--- src/rtl/tag_lookup_ctrl_if.sv ---
// rtl/tag_lookup_ctrl_if.sv - request, response, flush and tag-RAM signal bundle for tag_lookup_ctrl
interface tag_lookup_ctrl_if #(
  parameter int AWIDTH = 3,
  parameter int DWIDTH = 14
);
  localparam int TWIDTH = DWIDTH - 1;

  logic                     req_valid;
  logic                     req_ready;
  logic [TWIDTH+AWIDTH-1:0] req_addr;
  logic                     req_alloc;

  logic                     rsp_valid;
  logic                     rsp_hit;
  logic [AWIDTH-1:0]        rsp_index;
  logic                     rsp_victim_valid;
  logic [TWIDTH-1:0]        rsp_victim_tag;

  logic                     flush_req;
  logic                     flush_busy;
  logic                     flush_done;

  logic [AWIDTH-1:0]        ram_addr;
  logic [DWIDTH-1:0]        ram_din;
  logic                     ram_we;
  logic [DWIDTH-1:0]        ram_dout;

  modport slave (
    input  req_valid, req_addr, req_alloc, flush_req, ram_dout,
    output req_ready, rsp_valid, rsp_hit, rsp_index, rsp_victim_valid, rsp_victim_tag,
    output flush_busy, flush_done, ram_addr, ram_din, ram_we
  );

  modport master (
    output req_valid, req_addr, req_alloc, flush_req, ram_dout,
    input  req_ready, rsp_valid, rsp_hit, rsp_index, rsp_victim_valid, rsp_victim_tag,
    input  flush_busy, flush_done, ram_addr, ram_din, ram_we
  );
endinterface

--- src/rtl/tag_lookup_ctrl.sv ---
// rtl/tag_lookup_ctrl.sv - tag lookup/allocate controller with flush sequencer (optional TAG_LOOKUP_STATS_EN hit/miss counters)
module tag_lookup_ctrl #(
  parameter int AWIDTH = 3,
  parameter int DWIDTH = 14
) (
  input  logic               clock,
  input  logic               reset_n,
  tag_lookup_ctrl_if.slave   bus
`ifdef TAG_LOOKUP_STATS_EN
  ,
  output logic [15:0]        hit_count,
  output logic [15:0]        miss_count
`endif
);
  localparam int TWIDTH = DWIDTH - 1;
  localparam int DEPTH  = 1 << AWIDTH;

  typedef enum logic [2:0] {S_IDLE, S_LOOKUP, S_COMPARE, S_FILL, S_FLUSH} state_t;

  state_t              state_q, state_d;
  logic [TWIDTH-1:0]   tag_q, tag_d;
  logic [AWIDTH-1:0]   index_q, index_d;
  logic                alloc_q, alloc_d;
  logic [AWIDTH-1:0]   flush_cnt_q, flush_cnt_d;
  logic                flush_done_q, flush_done_d;
  logic                rsp_valid_q, rsp_valid_d;
  logic                rsp_hit_q, rsp_hit_d;
  logic [AWIDTH-1:0]   rsp_index_q, rsp_index_d;
  logic                rsp_vv_q, rsp_vv_d;
  logic [TWIDTH-1:0]   rsp_vt_q, rsp_vt_d;
  // Victim staged at COMPARE so the visible response fields only change when a response is issued
  logic                vic_valid_q, vic_valid_d;
  logic [TWIDTH-1:0]   vic_tag_q, vic_tag_d;

  logic                req_ready_c;
  logic                flush_busy_c;
  logic                ram_we_c;
  logic [AWIDTH-1:0]   ram_addr_c;
  logic [DWIDTH-1:0]   ram_din_c;
  logic                hit_c;

  assign hit_c = bus.ram_dout[DWIDTH-1] & (bus.ram_dout[TWIDTH-1:0] == tag_q);

  // Next-state, request capture, response formation and tag-RAM drive
  always_comb begin
    state_d      = state_q;
    tag_d        = tag_q;
    index_d      = index_q;
    alloc_d      = alloc_q;
    flush_cnt_d  = flush_cnt_q;
    flush_done_d = 1'b0;
    rsp_valid_d  = 1'b0;
    rsp_hit_d    = rsp_hit_q;
    rsp_index_d  = rsp_index_q;
    rsp_vv_d     = rsp_vv_q;
    rsp_vt_d     = rsp_vt_q;
    vic_valid_d  = vic_valid_q;
    vic_tag_d    = vic_tag_q;
    req_ready_c  = 1'b0;
    flush_busy_c = 1'b0;
    ram_we_c     = 1'b0;
    ram_addr_c   = '0;
    ram_din_c    = '0;
    case (state_q)
      S_IDLE: begin
        req_ready_c = 1'b1;
        if (bus.flush_req) begin
          req_ready_c = 1'b0;
          flush_cnt_d = '0;
          state_d     = S_FLUSH;
        end else if (bus.req_valid) begin
          tag_d   = bus.req_addr[TWIDTH+AWIDTH-1:AWIDTH];
          index_d = bus.req_addr[AWIDTH-1:0];
          alloc_d = bus.req_alloc;
          state_d = S_LOOKUP;
        end
      end
      S_LOOKUP: begin
        ram_addr_c = index_q;
        state_d    = S_COMPARE;
      end
      S_COMPARE: begin
        ram_addr_c  = index_q;
        vic_valid_d = bus.ram_dout[DWIDTH-1];
        vic_tag_d   = bus.ram_dout[TWIDTH-1:0];
        if (hit_c || !alloc_q) begin
          rsp_valid_d = 1'b1;
          rsp_hit_d   = hit_c;
          rsp_index_d = index_q;
          rsp_vv_d    = bus.ram_dout[DWIDTH-1];
          rsp_vt_d    = bus.ram_dout[TWIDTH-1:0];
          state_d     = S_IDLE;
        end else begin
          state_d = S_FILL;
        end
      end
      S_FILL: begin
        ram_we_c    = 1'b1;
        ram_addr_c  = index_q;
        ram_din_c   = {1'b1, tag_q};
        rsp_valid_d = 1'b1;
        rsp_hit_d   = 1'b0;
        rsp_index_d = index_q;
        rsp_vv_d    = vic_valid_q;
        rsp_vt_d    = vic_tag_q;
        state_d     = S_IDLE;
      end
      S_FLUSH: begin
        flush_busy_c = 1'b1;
        ram_we_c     = 1'b1;
        ram_addr_c   = flush_cnt_q;
        ram_din_c    = '0;
        if (flush_cnt_q == AWIDTH'(DEPTH - 1)) begin
          flush_cnt_d  = '0;
          flush_done_d = 1'b1;
          state_d      = S_IDLE;
        end else begin
          flush_cnt_d = flush_cnt_q + AWIDTH'(1);
        end
      end
      default: state_d = S_IDLE;
    endcase
  end

  // State, request and response registers
  always_ff @(posedge clock or negedge reset_n) begin
    if (!reset_n) begin
      state_q      <= S_IDLE;
      tag_q        <= '0;
      index_q      <= '0;
      alloc_q      <= 1'b0;
      flush_cnt_q  <= '0;
      flush_done_q <= 1'b0;
      rsp_valid_q  <= 1'b0;
      rsp_hit_q    <= 1'b0;
      rsp_index_q  <= '0;
      rsp_vv_q     <= 1'b0;
      rsp_vt_q     <= '0;
      vic_valid_q  <= 1'b0;
      vic_tag_q    <= '0;
    end else begin
      state_q      <= state_d;
      tag_q        <= tag_d;
      index_q      <= index_d;
      alloc_q      <= alloc_d;
      flush_cnt_q  <= flush_cnt_d;
      flush_done_q <= flush_done_d;
      rsp_valid_q  <= rsp_valid_d;
      rsp_hit_q    <= rsp_hit_d;
      rsp_index_q  <= rsp_index_d;
      rsp_vv_q     <= rsp_vv_d;
      rsp_vt_q     <= rsp_vt_d;
      vic_valid_q  <= vic_valid_d;
      vic_tag_q    <= vic_tag_d;
    end
  end

  assign bus.req_ready        = req_ready_c;
  assign bus.rsp_valid        = rsp_valid_q;
  assign bus.rsp_hit          = rsp_hit_q;
  assign bus.rsp_index        = rsp_index_q;
  assign bus.rsp_victim_valid = rsp_vv_q;
  assign bus.rsp_victim_tag   = rsp_vt_q;
  assign bus.flush_busy       = flush_busy_c;
  assign bus.flush_done       = flush_done_q;
  assign bus.ram_addr         = ram_addr_c;
  assign bus.ram_din          = ram_din_c;
  assign bus.ram_we           = ram_we_c;

`ifdef TAG_LOOKUP_STATS_EN
  logic [15:0] hit_count_q, hit_count_d;
  logic [15:0] miss_count_q, miss_count_d;

  // Saturating hit/miss counters, cleared when a flush starts
  always_comb begin
    hit_count_d  = hit_count_q;
    miss_count_d = miss_count_q;
    if (state_q == S_IDLE && bus.flush_req) begin
      hit_count_d  = '0;
      miss_count_d = '0;
    end else if (rsp_valid_d) begin
      if (rsp_hit_d) begin
        if (hit_count_q != 16'hFFFF) hit_count_d = hit_count_q + 16'd1;
      end else begin
        if (miss_count_q != 16'hFFFF) miss_count_d = miss_count_q + 16'd1;
      end
    end
  end

  // Counter registers
  always_ff @(posedge clock or negedge reset_n) begin
    if (!reset_n) begin
      hit_count_q  <= '0;
      miss_count_q <= '0;
    end else begin
      hit_count_q  <= hit_count_d;
      miss_count_q <= miss_count_d;
    end
  end

  assign hit_count  = hit_count_q;
  assign miss_count = miss_count_q;
`endif
endmodule

--- src/flat_wrapper.sv ---
// flat-port wrapper written by rule: the top's interface ports become plain ports
module tag_lookup_ctrl_flat 
#(
  parameter int AWIDTH = 3,
  parameter int DWIDTH = 14
)
  (clock, reset_n, bus_req_valid, bus_req_addr, bus_req_alloc, bus_flush_req, bus_ram_dout, bus_req_ready, bus_rsp_valid, bus_rsp_hit, bus_rsp_index, bus_rsp_victim_valid, bus_rsp_victim_tag, bus_flush_busy, bus_flush_done, bus_ram_addr, bus_ram_din, bus_ram_we);
  tag_lookup_ctrl_if #(.AWIDTH(AWIDTH), .DWIDTH(DWIDTH)) bus_i ();
  input  logic clock;
  input  logic reset_n;
  input wire logic [$bits(bus_i.req_valid)-1:0] bus_req_valid;
  input wire logic [$bits(bus_i.req_addr)-1:0] bus_req_addr;
  input wire logic [$bits(bus_i.req_alloc)-1:0] bus_req_alloc;
  input wire logic [$bits(bus_i.flush_req)-1:0] bus_flush_req;
  input wire logic [$bits(bus_i.ram_dout)-1:0] bus_ram_dout;
  output wire logic [$bits(bus_i.req_ready)-1:0] bus_req_ready;
  output wire logic [$bits(bus_i.rsp_valid)-1:0] bus_rsp_valid;
  output wire logic [$bits(bus_i.rsp_hit)-1:0] bus_rsp_hit;
  output wire logic [$bits(bus_i.rsp_index)-1:0] bus_rsp_index;
  output wire logic [$bits(bus_i.rsp_victim_valid)-1:0] bus_rsp_victim_valid;
  output wire logic [$bits(bus_i.rsp_victim_tag)-1:0] bus_rsp_victim_tag;
  output wire logic [$bits(bus_i.flush_busy)-1:0] bus_flush_busy;
  output wire logic [$bits(bus_i.flush_done)-1:0] bus_flush_done;
  output wire logic [$bits(bus_i.ram_addr)-1:0] bus_ram_addr;
  output wire logic [$bits(bus_i.ram_din)-1:0] bus_ram_din;
  output wire logic [$bits(bus_i.ram_we)-1:0] bus_ram_we;
  assign bus_i.req_valid = bus_req_valid;
  assign bus_i.req_addr = bus_req_addr;
  assign bus_i.req_alloc = bus_req_alloc;
  assign bus_i.flush_req = bus_flush_req;
  assign bus_i.ram_dout = bus_ram_dout;
  assign bus_req_ready = bus_i.req_ready;
  assign bus_rsp_valid = bus_i.rsp_valid;
  assign bus_rsp_hit = bus_i.rsp_hit;
  assign bus_rsp_index = bus_i.rsp_index;
  assign bus_rsp_victim_valid = bus_i.rsp_victim_valid;
  assign bus_rsp_victim_tag = bus_i.rsp_victim_tag;
  assign bus_flush_busy = bus_i.flush_busy;
  assign bus_flush_done = bus_i.flush_done;
  assign bus_ram_addr = bus_i.ram_addr;
  assign bus_ram_din = bus_i.ram_din;
  assign bus_ram_we = bus_i.ram_we;
  tag_lookup_ctrl #(.AWIDTH(AWIDTH), .DWIDTH(DWIDTH)) u_core (.clock(clock), .reset_n(reset_n), .bus(bus_i));
endmodule
--- config.mk ---
export PLATFORM = sky130hd
export DESIGN_NAME = tag_lookup_ctrl_flat
export DESIGN_NICKNAME = d
export VERILOG_FILES = /design/src/rtl/tag_lookup_ctrl_if.sv /design/src/rtl/tag_lookup_ctrl.sv /design/src/flat_wrapper.sv
export SDC_FILE = /design/constraint.sdc
export NUM_CORES = 1
export LEC_CHECK = 0
export CAP_MARGIN = 0
export CORE_ASPECT_RATIO = 1.4
export CORE_UTILIZATION = 43
export CTS_CLUSTER_DIAMETER = 60
export DETAILED_ROUTE_END_ITERATION = 8
export PLACE_DENSITY = 0.81
export SYNTH_ARGS = -nofsm -noshare
export SYNTH_HDL_FRONTEND = slang
export SYNTH_SLANG_ARGS = --single-unit
--- constraint.sdc ---
create_clock -name clock -period 1.9 [get_ports clock]
set_input_delay 0.38 -clock clock [delete_from_list [all_inputs] [get_ports clock]]
set_output_delay 0.38 -clock clock [all_outputs]
set_load 0.005 [all_outputs]
==> impl_metrics.ini <==
[outcome]
status = finished with violations
violations = setup timing

[floorplanning]
die_h_microns = 95.9
rows = 33
ios = 75
die_x_microns = 69.1
initial_utilization_pct = 45.5
core_sq_um = 5950
die_area_sq_um = 6620

[synthesis]
ys_seq_area_share_pct = 52.7
ys_top_cells_by_area = dfrtp_1, mux2_2, mux2_4
synth_xor_xnor_area_share_pct = 4.21
avgSynthCellArea_sq_um = 13.7
synth-simple-area-share_pct = 8.18
syn_inst = 197
synth_compound_area_share_pct = 3.51
synth_top_cell_by_area = dfrtp_1
yosys_register_bits = 57
yosys.cell_count.top_type = dfrtp_1
yosys.area_share.adder_pct = 0.925
syn_area_sq_um = 2710
ys_warn_count = 0
synth_fp_nets = 234
synthFlopType = dfrtp_1
synth_common_cells = dfrtp_1, mux2_2, xnor2_1
synth_top_area_share_pct = 52.7
synth.area.mux_share_pct = 27.0
async_reset_ff_share_pct = 100
synth_top_family_by_area = multiplexers
ys_types = 30
synth_edf_count = 0

[clock_network]
worstSkewPairLatency_ns = 0.33
cts-root-buf = clkbuf_8
cts_made_buffers = 9
cts.clk_slew.worst_paths_ns = 0.07
clkSinkCount = 57
htree_levels = 3
cts_tree = built
cts_buffer_depth = 2

[route]
drtIter0Drc = 79
final_antenna_net_count = 0
dr_wl_met3_microns = 278
top_layer = met4
met2_length_microns = 3380
drc = 0
finalWirelength_microns = 6630
drtPass1Iterations = 6
wl_met1_microns = 2840
drt-vias-per-instance = 5.07
routedWlPerCell_microns = 16.8
num_vias = 2007

[global_routing]
grt_usage_pct = 21.7
grt_pass1_wl_microns = 10900
grt_max_degree = 30
grt_pass1_vias = 2184
antenna_found_initial = 0
grt_overflow = 0

[place]
place_area_sq_um = 3780
pre_cts_ws_ns = -0.665
io_buffers = 74
dpl.hpwl_microns = 4510
gp_congestion = 0.781

[timing]
max_freq_mhz = 485
hold_viol = 0
max_slew_margin_pct = 67.9
finalWorstSetupSlack_ns = -0.163
grt_setup_unrepaired = yes
min_period_ns = 2.06
maxSlewViolCount = 0
setup_viol_count_final = 17
min_period_over_period_pct = 109
tightestPinTransition_ns = 0.476
skew_ns = 0.00970

[cells_and_area]
syn2layout_area_growth_pct = 49.8
utilization_pct = 68.2
nNetsFinal = 358
diodes = 0
final.fill_count = 466
stdcell_area_sq_um = 4060
drive_above_1_share_pct = 48.8

[worst_setup_path]
crit_type = register to register
required_ns = 2.10
startpoint = u_core.tag_q[12]
worstReg2RegEnd = u_core.bus.rsp_victim_tag[4]
path_max_fanout = 8
critical_path.endpoint = u_core.bus.rsp_victim_tag[4]
end_kind = register
crit_chain = xnor2_2 > nand4_1 > or4_4 > a21o_4 > buf_12 > mux2_4
cp.arrival_ns = 2.27
rrSetupSlack_ns = -0.16
cp_slowest_cell = or4_4
r2r_cells = 6
slowest_delay_ns = 0.52
r2r_start = u_core.tag_q[12]
cp-start-kind = register

[pwr]
p_int_mw = 2.91
clkPwrFrac_pct = 23.1
p_per_area_nw_per_um2 = 1010
p_sw_mw = 1.20
power.leakage_nw = 1.89
combPwrFrac_pct = 32.7
switching_share_pct = 29.2
vdd_ir_drop_max_mv = 0.595
power_frac_seq_pct = 44.2

[run]
maxCapViolCount = 0

[worst_hold_path]
hold_class = primary input to async pin
layout by cell type (no fill, tap or decap), types with 3 or more instances in the layout:
master	n
clkbuf_2	13
mux2_4	9
clkdlybuf4s50_1	40
xnor2_2	8
nand4_1	3
buf_2	5
dlygate4sd2_1	16
nand3_1	4
xnor2_1	5
clkinvlp_4	3
o21ai_0	4
clkbuf_8	9
buf_4	37
and2_1	11
buf_12	3
nand2b_1	5
buf_6	5
mux2_2	53
nand2_2	3
dfrtp_1	57
power groups by stage:
stage          clock (mW)  combinational, mW  sequential [mW]
3_5_place_dp            0               1.30             1.82
4_1_cts             0.971               1.32             1.81
6_report            0.948               1.34             1.82
3_3_place_gp            0               1.25             1.80
5_1_grt              1.03               1.48             1.85
2_1_floorplan           0              0.637             1.76
routing by layer:
layer | vias up | GRT usage, %
met5 | - | 0
met4 | 0 | 9.86
met3 | 10 | 4.82
met2 | 60 | 38.3
met1 | 996 | 25.3
li1 | 941 | -
state kept, by name, summed over array words and instances (netlist names):
signal and count:
u_core.index_q 3, u_core.bus.rsp_valid 1, u_core.tag_q 13, u_core.bus.rsp_index 3, u_core.vic_valid_q 1, u_core.bus.rsp_victim_tag 13, u_core.bus.rsp_victim_valid 1, u_core.alloc_q 1
u_core.bus.flush_done 1, u_core.state_q 3, u_core.bus.rsp_hit 1, u_core.vic_tag_q 13, u_core.flush_cnt_q 3
critical path: cells and delay by family, from the launching register on:
family / cells / cell delay [ns]
and+or+nand+nor: 2 / 0.65
DFF: 1 / 0.41
buffers and inverters: 1 / 0.15
AOI/OAI and AO/OA: 1 / 0.25
xor gates and xnor gates: 1 / 0.18
muxes: 1 / 0.30
worst min path at each step:
stage | start | to | slack (ns) | cells after the start
2_1_floorplan | reset_n | u_core.alloc_q | 0.08 | 0
3_3_place_gp | reset_n | u_core.vic_tag_q[1] | 0.43 | 2
3_5_place_dp | reset_n | u_core.vic_tag_q[1] | 0.42 | 2
4_1_cts | reset_n | u_core.vic_tag_q[1] | 0.06 | 2
5_1_grt | reset_n | u_core.vic_tag_q[1] | 0.07 | 2
6_report | reset_n | u_core.vic_tag_q[1] | 0.06 | 2
area by class of cell:
class / count / area, sq um / share of cell area (%)
multi-input combinational: 130 / 1280 / 31.7
sequential: 57 / 1430 / 35.2
timing repair buffer: 121 / 1080 / 26.8
inverter: 2 / 7.51 / 0.185
tap: 70 / 87.6 / 2.16
clock buffer: 11 / 131 / 3.24
clock inverter: 5 / 32.5 / 0.802
metrics by stage:
step	hold WS (ns)	TNS, ns	total power [mW]	cells
final	0.0608	-2.11	4.11	396
after global routing	0.0749	-3.13	4.36	396
after CTS	0.0559	-1.85	4.10	394
after detailed placement	0.420	-12.51	3.12	368
after global placement	0.428	-11.65	3.05	368
after floorplan	0.0844	-0.747	2.40	197
timing repair:
action	in CTS	in global routing
endpoints found under the setup margin	39	33
hold endpoints to repair	0	0
gates resized for setup	64	26
setup buffers	8	2
hold buffers	0	0
pin swaps	10	4
cloned	2	0
logic make-up (layout without fill, tap and decap cells):
| logic type | count (synthesis) | count (layout) |
|---|---|---|
| DFF | 57 | 57 |
| and+or+nand+nor | 38 | 38 |
| xor gates and xnor gates | 13 | 13 |
| muxes | 62 | 62 |
| AOI/OAI and AO/OA | 15 | 15 |
| adders and majority gates | 2 | 2 |
| buffers and inverters | 10 | 139 |
No activity file was read; power rests on OpenSTA's default activity.
